--- src/rtl/dma_capture_fifo.sv ---
// Capture FIFO between the sample stream and DMA_manager: circular buffer,
// threshold-driven fifo_full, registered read port, sticky overflow status.
// Optional: define DMA_CAPTURE_FIFO_DROP_COUNT_EN for a saturating 16-bit drop_count output.
module dma_capture_fifo #(
  parameter int DATA_WIDTH = 32,
  parameter int DEPTH      = 16,
  parameter int THRESHOLD  = 8
) (
  input  logic                       clock,
  input  logic                       reset,
  input  logic [DATA_WIDTH-1:0]      in_data,
  input  logic                       in_valid,
  output logic                       in_ready,
  input  logic                       rd_en,
  output logic [DATA_WIDTH-1:0]      rd_data,
  output logic                       rd_valid,
  input  logic                       flush,
  output logic                       fifo_full,
  output logic [$clog2(DEPTH):0]     fill_level,
`ifdef DMA_CAPTURE_FIFO_DROP_COUNT_EN
  output logic [15:0]                drop_count,
`endif
  output logic                       overflow
);
  localparam int AW = $clog2(DEPTH);
  localparam int CW = AW + 1;

  logic [DATA_WIDTH-1:0] mem [DEPTH];
  logic [AW-1:0]         wr_ptr, rd_ptr;
  logic [CW-1:0]         count, count_next;
  logic                  wr_acc, rd_acc, drop;

  // flush wins over any transfer in the same cycle
  assign wr_acc = in_valid && in_ready && !flush;
  assign drop   = in_valid && !in_ready && !flush;
  assign rd_acc = rd_en && (count != '0) && !flush;

  always_comb begin
    count_next = count;
    if (wr_acc) count_next = count_next + CW'(1);
    if (rd_acc) count_next = count_next - CW'(1);
  end

  // storage is not reset; only pointers define validity
  always_ff @(posedge clock) begin
    if (wr_acc) mem[wr_ptr] <= in_data;
  end

  always_ff @(posedge clock or negedge reset) begin
    if (!reset) begin
      wr_ptr    <= '0;
      rd_ptr    <= '0;
      count     <= '0;
      in_ready  <= 1'b0;
      rd_valid  <= 1'b0;
      rd_data   <= '0;
      fifo_full <= 1'b0;
      overflow  <= 1'b0;
    end else if (flush) begin
      wr_ptr    <= '0;
      rd_ptr    <= '0;
      count     <= '0;
      in_ready  <= 1'b1;
      rd_valid  <= 1'b0;
      fifo_full <= 1'b0;
      overflow  <= 1'b0;
    end else begin
      if (wr_acc) wr_ptr <= wr_ptr + AW'(1);
      if (rd_acc) begin
        rd_ptr  <= rd_ptr + AW'(1);
        rd_data <= mem[rd_ptr];
      end
      if (drop) overflow <= 1'b1;
      rd_valid  <= rd_acc;
      count     <= count_next;
      in_ready  <= count_next < CW'(DEPTH);
      fifo_full <= count_next >= CW'(THRESHOLD);
    end
  end

  assign fill_level = count;

`ifdef DMA_CAPTURE_FIFO_DROP_COUNT_EN
  always_ff @(posedge clock or negedge reset) begin
    if (!reset)                              drop_count <= '0;
    else if (flush)                          drop_count <= '0;
    else if (drop && drop_count != 16'hFFFF) drop_count <= drop_count + 16'd1;
  end
`endif
endmodule

--- config.mk ---
export PLATFORM = sky130hd
export DESIGN_NAME = dma_capture_fifo
export DESIGN_NICKNAME = d
export VERILOG_FILES = /design/src/rtl/dma_capture_fifo.sv
export SDC_FILE = /design/constraint.sdc
export NUM_CORES = 1
export LEC_CHECK = 0
export BUFFER_PORTS_ARGS = -buffer_cell sky130_fd_sc_hd__buf_2
export CORE_ASPECT_RATIO = 1.75
export CORE_MARGIN = 5
export CORE_UTILIZATION = 60
export DETAILED_ROUTE_END_ITERATION = 8
export PLACE_DENSITY = 0.84
export RECOVER_POWER = 25
export SLEW_MARGIN = 20
export SYNTH_ARGS = -nofsm -noshare
export SYNTH_HDL_FRONTEND = slang
export SYNTH_SLANG_ARGS = --single-unit
--- constraint.sdc ---
create_clock -name clock -period 8.4 [get_ports clock]
set_input_delay 1.68 -clock clock [delete_from_list [all_inputs] [get_ports clock]]
set_output_delay 1.68 -clock clock [all_outputs]
set_load 0.005 [all_outputs]
After elaboration in Yosys (flattened, before gate mapping)
Memories as Yosys holds them, arrays and structs flattened. A register that Yosys moved wholly into a read port is not among the register bits.
Cells that the tools add are included.

word-level totals
  register bits after elaboration = 17
  memory bits (writable) = 512
  bits of input ports = 37
  output and inout bits = 41
  logic and storage cells = 43
  memories = 1

memory list
  name  words  width  read ports  clocked after Yosys merged registers in  write ports  line  RTL
  mem   16     32     1           1                                        1            28    logic [DATA_WIDTH-1:0] mem [DEPTH];

operators by class
  add/subtract/negate cells = 4
  $lt $le $gt $ge = 2
  multiplexer cells = 14
  bitwise gates (word level) = 1
  reduce and logical (&&, ||, !) cells = 14

operator list
  operator                                                           number
  2-to-1 mux 4 bit                                                   4
  2-to-1 mux 5 bit                                                   3
  adder 4 x 1 -> 4 bit, second input constant                        2
  2-to-1 mux 1 bit                                                   7
  logical AND 1 bit                                                  6
  nonzero test 2 bit                                                 3
  adder 5 x 1 -> 5 bit, second input constant                        1
  greater-or-equal comparator 5 x 4 -> 1 bit, second input constant  1
  < comparator 5 bit, second input constant                          1
  nonzero test 5 bit                                                 1
  subtractor 5 x 1 -> 5 bit, second input constant                   1
  logical NOT 1 bit                                                  3
  AND reduction 2 bit                                                1
  NOT 1 bit                                                          1

Logic depth before layout (Yosys ltp)
Gate-level depths: netlist of run 1.

  depth in word-level cells = 7
  mapped depth = 10
  gate-level depth less buffers = 8

Worst setup path before layout of run 1
OpenSTA, ideal clock, no wires.

  path type = input to register
  start = in flush
  end = mem mem[1][0] (enable)
  library setup time = 0.501 ns
  data arrival time = 5.117 ns
  required time = 7.899 ns
  path slack = 2.782 ns
  cell stages on the path = 3
  buffers on the path = 1
  path through = clkbuf_1 -> nand2b_1 -> nor4_1

between the ends
  cells in the longest elaborated chain, start to end = 4

RTL lines
  item                                    line  RTL
  start: declaration                      17    input logic flush,
  logical NOT 1 bit                       34    assign wr_acc = in_valid && in_ready && !flush;
  logical AND 1 bit                       34
  2-to-1 mux 1 bit                        46    if (wr_acc) mem[wr_ptr] <= in_data;
  2-to-1 mux 1 bit (implied by the code)  46
  end: declaration                        28

No other way between the ends.

Worst setup path in the final report of run 1
  start = in in_valid
  end = mem mem[5][14] (enable)

between the ends
  cells in the longest elaborated chain, start to end = 4

RTL lines
  item                                    line  RTL
  start: declaration                      12    input logic in_valid,
  logical AND 1 bit (2 in series)         34
  2-to-1 mux 1 bit                        46
  2-to-1 mux 1 bit (implied by the code)  46

No other way between the ends.

==> impl_metrics.yaml, run 1 <==
outcome:
  run_status: "complete, no violations"
layout:
  multi_input_area_sq_um: 4860
  final.fill_count: 2155
  seq_area_sq_um: 16600
  drive_above_1_share: 0.285
  area_growth_pct: 11.5
  final_core_util: 0.672
  fin_cells: 1638
  n_antenna_cell: 0
  fin_area_sq_um: 24200
  nNetsFinal: 1175
cts:
  clk_latency_ns: 0.56
  postCtsSetupRepairBufs: 0
  cts_resized: 0
  htreeDepth: 2
  clockRootBuffer: "clkbuf_16"
  cts_hold_buf: 0
  cts.sinks: 561
  numCtsBuffers: 46
  cts_tree: "yes"
  cts_buffer_depth: 3
  cts.clk_slew.worst_paths_ns: 0.07
power_and_ir_drop:
  p_leak_nw: 7.75
  p_total_mw: 6.23
  clkPwrFrac: 0.340
  p_comb_frac: 0.131
  internal_power_mw: 4.72
  power_density_nw_per_um2: 258
  irDropWorstVdd_uv: 196
  swShare: 0.242
  power.switching_mw: 1.51
  pwr-share-seq: 0.528
run:
  maxCapViolations: 0
synth:
  yosys-top-cells-area: "edfxtp_1 (71%), mux4_2 (13%), dfrtp_1 (5.7%), mux2_2 (1.7%), mux2i_1 (1.5%)"
  synth_top_area_frac: 0.710
  async_reset_ff_frac: 0.0873
  synth_area_sq_um: 21700
  syn_inst: 1040
  synth_commonest_cells: "edfxtp_1 (512), mux4_2 (128), nand2_1 (72)"
  yosysTopAreaCell: "edfxtp_1"
  synth.most_common_cell: "edfxtp_1"
  synth_flop_cell: "edfxtp_1"
  yosys_warnings: 0
  ys_seq_area_frac: 0.766
  synth_cell_types: 39
  syn-num-nets: 1085
  synth.avg_cell_area_sq_um: 20.8
  synth_seq_cells: 561
  synth_edf_count: 512
critical_path:
  rr_startpoint: "rd_ptr[1]"
  cp_max_fo: 25
  crit_slowest_cell: "nor3_2"
  worstPathRequired_ns: 8.59
  path_cells: "buf_2 -> and2_1 -> nand2_1 -> nor3_2 -> buf_4"
  critPathKind: "in -> reg"
  crit_start: "in_valid"
  critPathArrivalTime_ns: 3.68
  crit_path_max_incr_delay_ns: 0.77
  cp-end-kind: "flop"
  cp-start-kind: "primary input"
  reg2reg_depth: 5
drt:
  drt_iter0_drc: 1011
  drc: 0
  ant_nets: 0
  wirelength_um: 44400
  via_per_inst: 6.34
  wl_per_cell_um: 27.1
  first_pass_iters: 5
  vias: 10400
die:
  die_h_um: 261
  fp-row-count: 92
  die_w_um: 154
  die_area_sq_um: 40200
  ios: 78
  start_util: 0.603
  core_area_sq_um: 35900
placed_design:
  dpl.hpwl_um: 23600
  post_dp_cell_area_sq_um: 22600
  placedCellCount: 1550
  portBuffers: 77
  gp_congestion: 0.768
global_routing:
  grt_pass1_vias: 11100
  grt_max_degree: 87
  grt-ovfl-total: 0
  antenna_found_initial: 1
  grt_pass1_wl_um: 68100
  grt_use_total: 0.225
timing:
  finClkSkew_ns: 0.0205
  setup_violations: 0
  rsz0062_at_grt: "no"
  slew_violations: 0
  min_period_ns: 3.48
  max-slew-margin-rel: 0.238
  hold_viol: 0
  finalSetupTns_ns: 0
  worst_slew_pin_slew_ns: 1.14
  fmax_ghz: 0.287
  finalCritPeriodShare: 0.415
min_path:
  hp-class: "reg -> reg"
  min-delay-start: "rd_data[28]"
  min_path_cells: 2
[critical path, delay by kind of cell]
family / cells / cell delay (ns)
and+or+nand+nor: 3 / 1.28
buffers and inverters: 2 / 0.69
[stage by stage]
step	setup WS, ns	hold WS (ns)
final	4.92	0.471
after global routing	4.83	0.501
after CTS	4.94	0.479
after detailed placement	4.40	0.461
after global placement	4.50	0.464
after floorplan	2.78	0.470
[power groups by stage]
stage / sequential (mW) / clock, mW / combinational, mW
2_1_floorplan: 3.30 / 0 / 0.590
5_1_grt: 3.31 / 2.27 / 0.910
3_3_place_gp: 3.35 / 0 / 0.789
6_report: 3.29 / 2.12 / 0.819
4_1_cts: 3.29 / 2.15 / 0.834
3_5_place_dp: 3.35 / 0 / 0.816
[cell usage in the layout (no fill, tap or decap), types with 9 or more instances in the layout]
master,n
mux2i_1,33
dfrtp_1,45
a21oi_1,25
mux2_2,33
buf_4,17
o21ai_1,20
clkbuf_1,34
clkbuf_16,49
edfxtp_1,512
buf_2,54
o21ai_0,24
mux4_2,128
nand2_1,72
nor2_1,13
clkinv_2,10
xnor2_1,9
[path summary, 6_finish.rpt]
kind	slack (ns)	endpoint
max in group asynchronous	6.58	rd_ptr[2]
max	4.92	mem[5][14]
min	0.47	rd_data[28]
max reg2reg	5.29	rd_data[7]
min in group asynchronous	1.26	fill_level[2]
min reg2reg	0.47	rd_data[28]
[area by class of cell]
| class | count | share of cell area |
|---|---|---|
| Inverter | 7 | 0.00109 |
| Clock buffer | 65 | 0.0553 |
| Timing Repair Buffer | 98 | 0.0237 |
| Multi-Input combinational cell | 416 | 0.201 |
| Clock inverter | 21 | 0.00648 |
| Sequential cell | 561 | 0.688 |
| Tap cell | 470 | 0.0243 |
[state kept, by name, summed over array words and instances (netlist names)]
name and flops:
overflow 1, fill_level 5, rd_valid 1, fifo_full 1
rd_ptr 4, mem 512, wr_ptr 4, in_ready 1
rd_data 32
[routing by layer]
layer / track usage / share of wire / up-vias / wire, um
met2: 0.410 / 0.56 / 482 / 24800
met5: 0 / 0.00029 / - / 13
met1: 0.283 / 0.35 / 5452 / 15700
met4: 0.0707 / 0.028 / 2 / 1240
met3: 0.0299 / 0.061 / 79 / 2720
li1: - / - / 4376 / -
[kinds of logic (layout without fill, tap and decap cells)]
family,Yosys count,after routing,share of synthesized area
AOI/OAI and AO/OA,72,72,0.0170
xor gates and xnor gates,13,13,0.00526
adders and majority gates,8,8,0.00462
buffers and inverters,63,191,0.0146
DFF,561,561,0.766
muxes,194,194,0.165
and+or+nand+nor,129,129,0.0267
Power figures use the tool's default switching activity.
==> run 2: changes to the inputs <==
--- a/config.mk
+++ b/config.mk
@@ -5,12 +5,13 @@
 export SDC_FILE = /design/constraint.sdc
 export NUM_CORES = 1
 export LEC_CHECK = 0
+export ABC_AREA = 1
 export BUFFER_PORTS_ARGS = -buffer_cell sky130_fd_sc_hd__buf_2
 export CORE_ASPECT_RATIO = 1.75
 export CORE_MARGIN = 5
 export CORE_UTILIZATION = 60
 export DETAILED_ROUTE_END_ITERATION = 8
-export PLACE_DENSITY = 0.84
+export PLACE_DENSITY = 0.83
 export RECOVER_POWER = 25
 export SLEW_MARGIN = 20
 export SYNTH_ARGS = -nofsm -noshare
==> constraint.sdc (replaced) <==
create_clock -name clock -period 3.39 [get_ports clock]
set_input_delay 0.678 -clock clock [delete_from_list [all_inputs] [get_ports clock]]
set_output_delay 0.678 -clock clock [all_outputs]
set_load 0.005 [all_outputs]
==> run 2 against run 1 <==
Worst hold slack lost 0.24 ns. Highest routed layer is now met4. Utilization shrank 0.72 points. Synthesized area grew 5.6%. Final cell count grew 54%. Critical endpoint is now rd_data[22]. Largest cell class unchanged. Combinational power grew to 3.4 times the previous value. Count of clock-buffer cells in the layout shrank 4. Register-to-register slack lost 4.1 ns. Largest power group unchanged. Flip-flop and latch count is the same. Synthesized cell count grew 89%.
==> impl_metrics.yaml, run 2 <==
outcome:
  run_status: "complete, no violations"
drt:
  drt_iter0_drc: 1632
  via_per_inst: 6.03
  wirelength_um: 53600
  first_pass_iters: 6
  wl_per_cell_um: 21.2
  ant_nets: 0
  drc: 0
  vias: 15300
critical_path:
  cp-start-kind: "flop"
  worstPathRequired_ns: 3.84
  critPathKind: "reg -> reg"
  cp_max_fo: 52
  cp-end-kind: "flop"
  critPathArrivalTime_ns: 2.65
timing:
  hold_viol: 0
  setup_violations: 0
  max-slew-margin-rel: 0.335
  worst_slew_pin_slew_ns: 0.998
  slew_violations: 0
  finalCritPeriodShare: 0.651
  finClkSkew_ns: 0.0136
  finalSetupTns_ns: 0
  min_period_ns: 2.21
  fmax_ghz: 0.453
  rsz0062_at_grt: "no"
layout:
  largest_register_ffs: 512
  drive_above_1_share: 0.0928
  area_growth_pct: 9.42
  layout.cells.most_common: "nand2_1"
  nNetsFinal: 2059
  final.fill_count: 2538
  top_register: "mem"
  final_cell_mix: "nand2_1 (810), edfxtp_1 (512), nand3_1 (394)"
synth:
  yosys-top-cells-area: "edfxtp_1 (67%), nand2_1 (13%), nand3_1 (8.6%), dfrtp_1 (5.4%), buf_6 (1.4%)"
  synth.most_common_cell: "nand2_1"
  syn-num-nets: 2012
  yosys_warnings: 0
  ys_seq_area_frac: 0.725
  synth_edf_count: 512
  async_reset_ff_frac: 0.0873
  synth_seq_cells: 561
  synth.avg_cell_area_sq_um: 11.6
  synth_flop_cell: "edfxtp_1"
  syn_inst: 1967
  synth_area_sq_um: 22900
  synth_cell_types: 25
  synth_top_area_frac: 0.672
  synth_commonest_cells: "nand2_1 (810), edfxtp_1 (512), nand3_1 (394)"
  yosysTopAreaCell: "edfxtp_1"
cts:
  postCtsSetupRepairBufs: 0
  numCtsBuffers: 45
  cts_hold_buf: 0
  cts_buffer_depth: 3
  clockRootBuffer: "clkbuf_16"
  cts_tree: "yes"
  cts.sinks: 561
  clk_latency_ns: 0.57
  htreeDepth: 2
  cts.clk_slew.worst_paths_ns: 0.07
  cts_resized: 0
die:
  die_w_um: 158
  fp-row-count: 94
  start_util: 0.608
  core_area_sq_um: 37600
  die_area_sq_um: 42300
  ios: 78
  die_h_um: 268
placed_design:
  gp_congestion: 0.799
  portBuffers: 77
  dpl.hpwl_um: 28200
global_routing:
  grt_pass1_vias: 15800
  grt-ovfl-total: 0
  grt_use_total: 0.257
  antenna_found_initial: 2
  grt_pass1_wl_um: 83800
  grt_max_degree: 153
power_and_ir_drop:
  power_density_nw_per_um2: 645
  irDropWorstVdd_uv: 385
  p_total_mw: 16.1
  p_leak_nw: 9.48
min_path:
  hp-class: "in -> async"
run:
  maxCapViolations: 0
[run 2: cell types whose count changed in the layout (fill, tap and decap cells not counted), moves of 7 or more]
| cell | previous run | this run |
|---|---|---|
| nand3_1 | 8 | 394 |
| buf_4 | 17 | 32 |
| mux2i_1 | 33 | 0 |
| o21ai_0 | 24 | 8 |
| mux4_2 | 128 | 0 |
| nor3_2 | 5 | 12 |
| nand2_1 | 72 | 810 |
| a21oi_1 | 25 | 5 |
| xnor2_1 | 9 | 0 |
| o21ai_1 | 20 | 0 |
| inv_1 | 6 | 22 |
| mux2_2 | 33 | 0 |
[run 2: cell type report]
| type | instances | area [sq um] | share of cell area |
|---|---|---|---|
| Antenna cell | 2 | 5.00 | 0.000200 |
| Clock buffer | 61 | 1270 | 0.0506 |
| Clock inverter | 20 | 245 | 0.00979 |
| Inverter | 28 | 113 | 0.00450 |
| Multi-Input combinational cell | 1262 | 5460 | 0.218 |
| Sequential cell | 561 | 16600 | 0.663 |
| Tap cell | 480 | 601 | 0.0240 |
| Timing Repair Buffer | 116 | 733 | 0.0293 |
[run 2: worst paths after layout]
kind / from / end / slack, ns / depth (start not counted)
max: rd_ptr[1] / rd_data[22] / 1.18 / 9
min: reset / fill_level[4] / 0.23 / 1
max reg2reg: rd_ptr[1] / rd_data[22] / 1.18 / 9
min reg2reg: rd_data[20] / rd_data[20] / 0.47 / 2
max in group asynchronous: reset / rd_data[1] / 2.31 / 2
min in group clock: in_valid / overflow / 0.44 / 3
[run 2: cells by family after synthesis]
group,count (synthesis),share of synthesized area
buffers and inverters,144,0.0397
flip-flops,561,0.725
XOR/XNOR,1,0.000383
AND/OR/NAND/NOR,1239,0.227
adder cells (fa/ha/maj),8,0.00437
AO/OA/AOI/OAI,14,0.00312
[run 2: metrics by stage]
step | std cells | hold slack, ns | worst slack, ns | utilization | cell area [sq um]
2_1_floorplan | 1967 | 0.382 | -0.384 | - | 22900
3_3_place_gp | 2447 | 0.458 | 0.932 | 0.626 | 23600
3_5_place_dp | 2447 | 0.461 | 0.851 | 0.626 | 23600
4_1_cts | 2528 | 0.252 | 1.22 | 0.666 | 25100
5_1_grt | 2530 | 0.289 | 1.08 | 0.665 | 25000
6_report | 2530 | 0.233 | 1.18 | 0.665 | 25000
[run 2: critical path, stage by stage, from the launching register on]
cell and delay, ns:
dfrtp_4 0.50, inv_4 0.50, buf_12 0.33, nand3_1 0.14
nand3_1 0.11, nand2_1 0.08, nand2_1 0.07, nand2_1 0.08
nand2_1 0.13, nand2_1 0.07
[run 2: layer usage]
layer / up-vias / GRT usage / routed length, um
li1: 6858 / - / -
met1: 7369 / 0.296 / 17900
met2: 842 / 0.464 / 28900
met3: 194 / 0.0356 / 4190
met4: 0 / 0.130 / 2640
met5: - / 0 / 0
[run 2: power breakdown]
part           total [mW]  internal (mW)  switching (mW)
combinational        2.82          0.866            1.95
clock                5.37           3.02            2.36
sequential           7.96           7.81           0.149
total                16.1           11.7            4.46
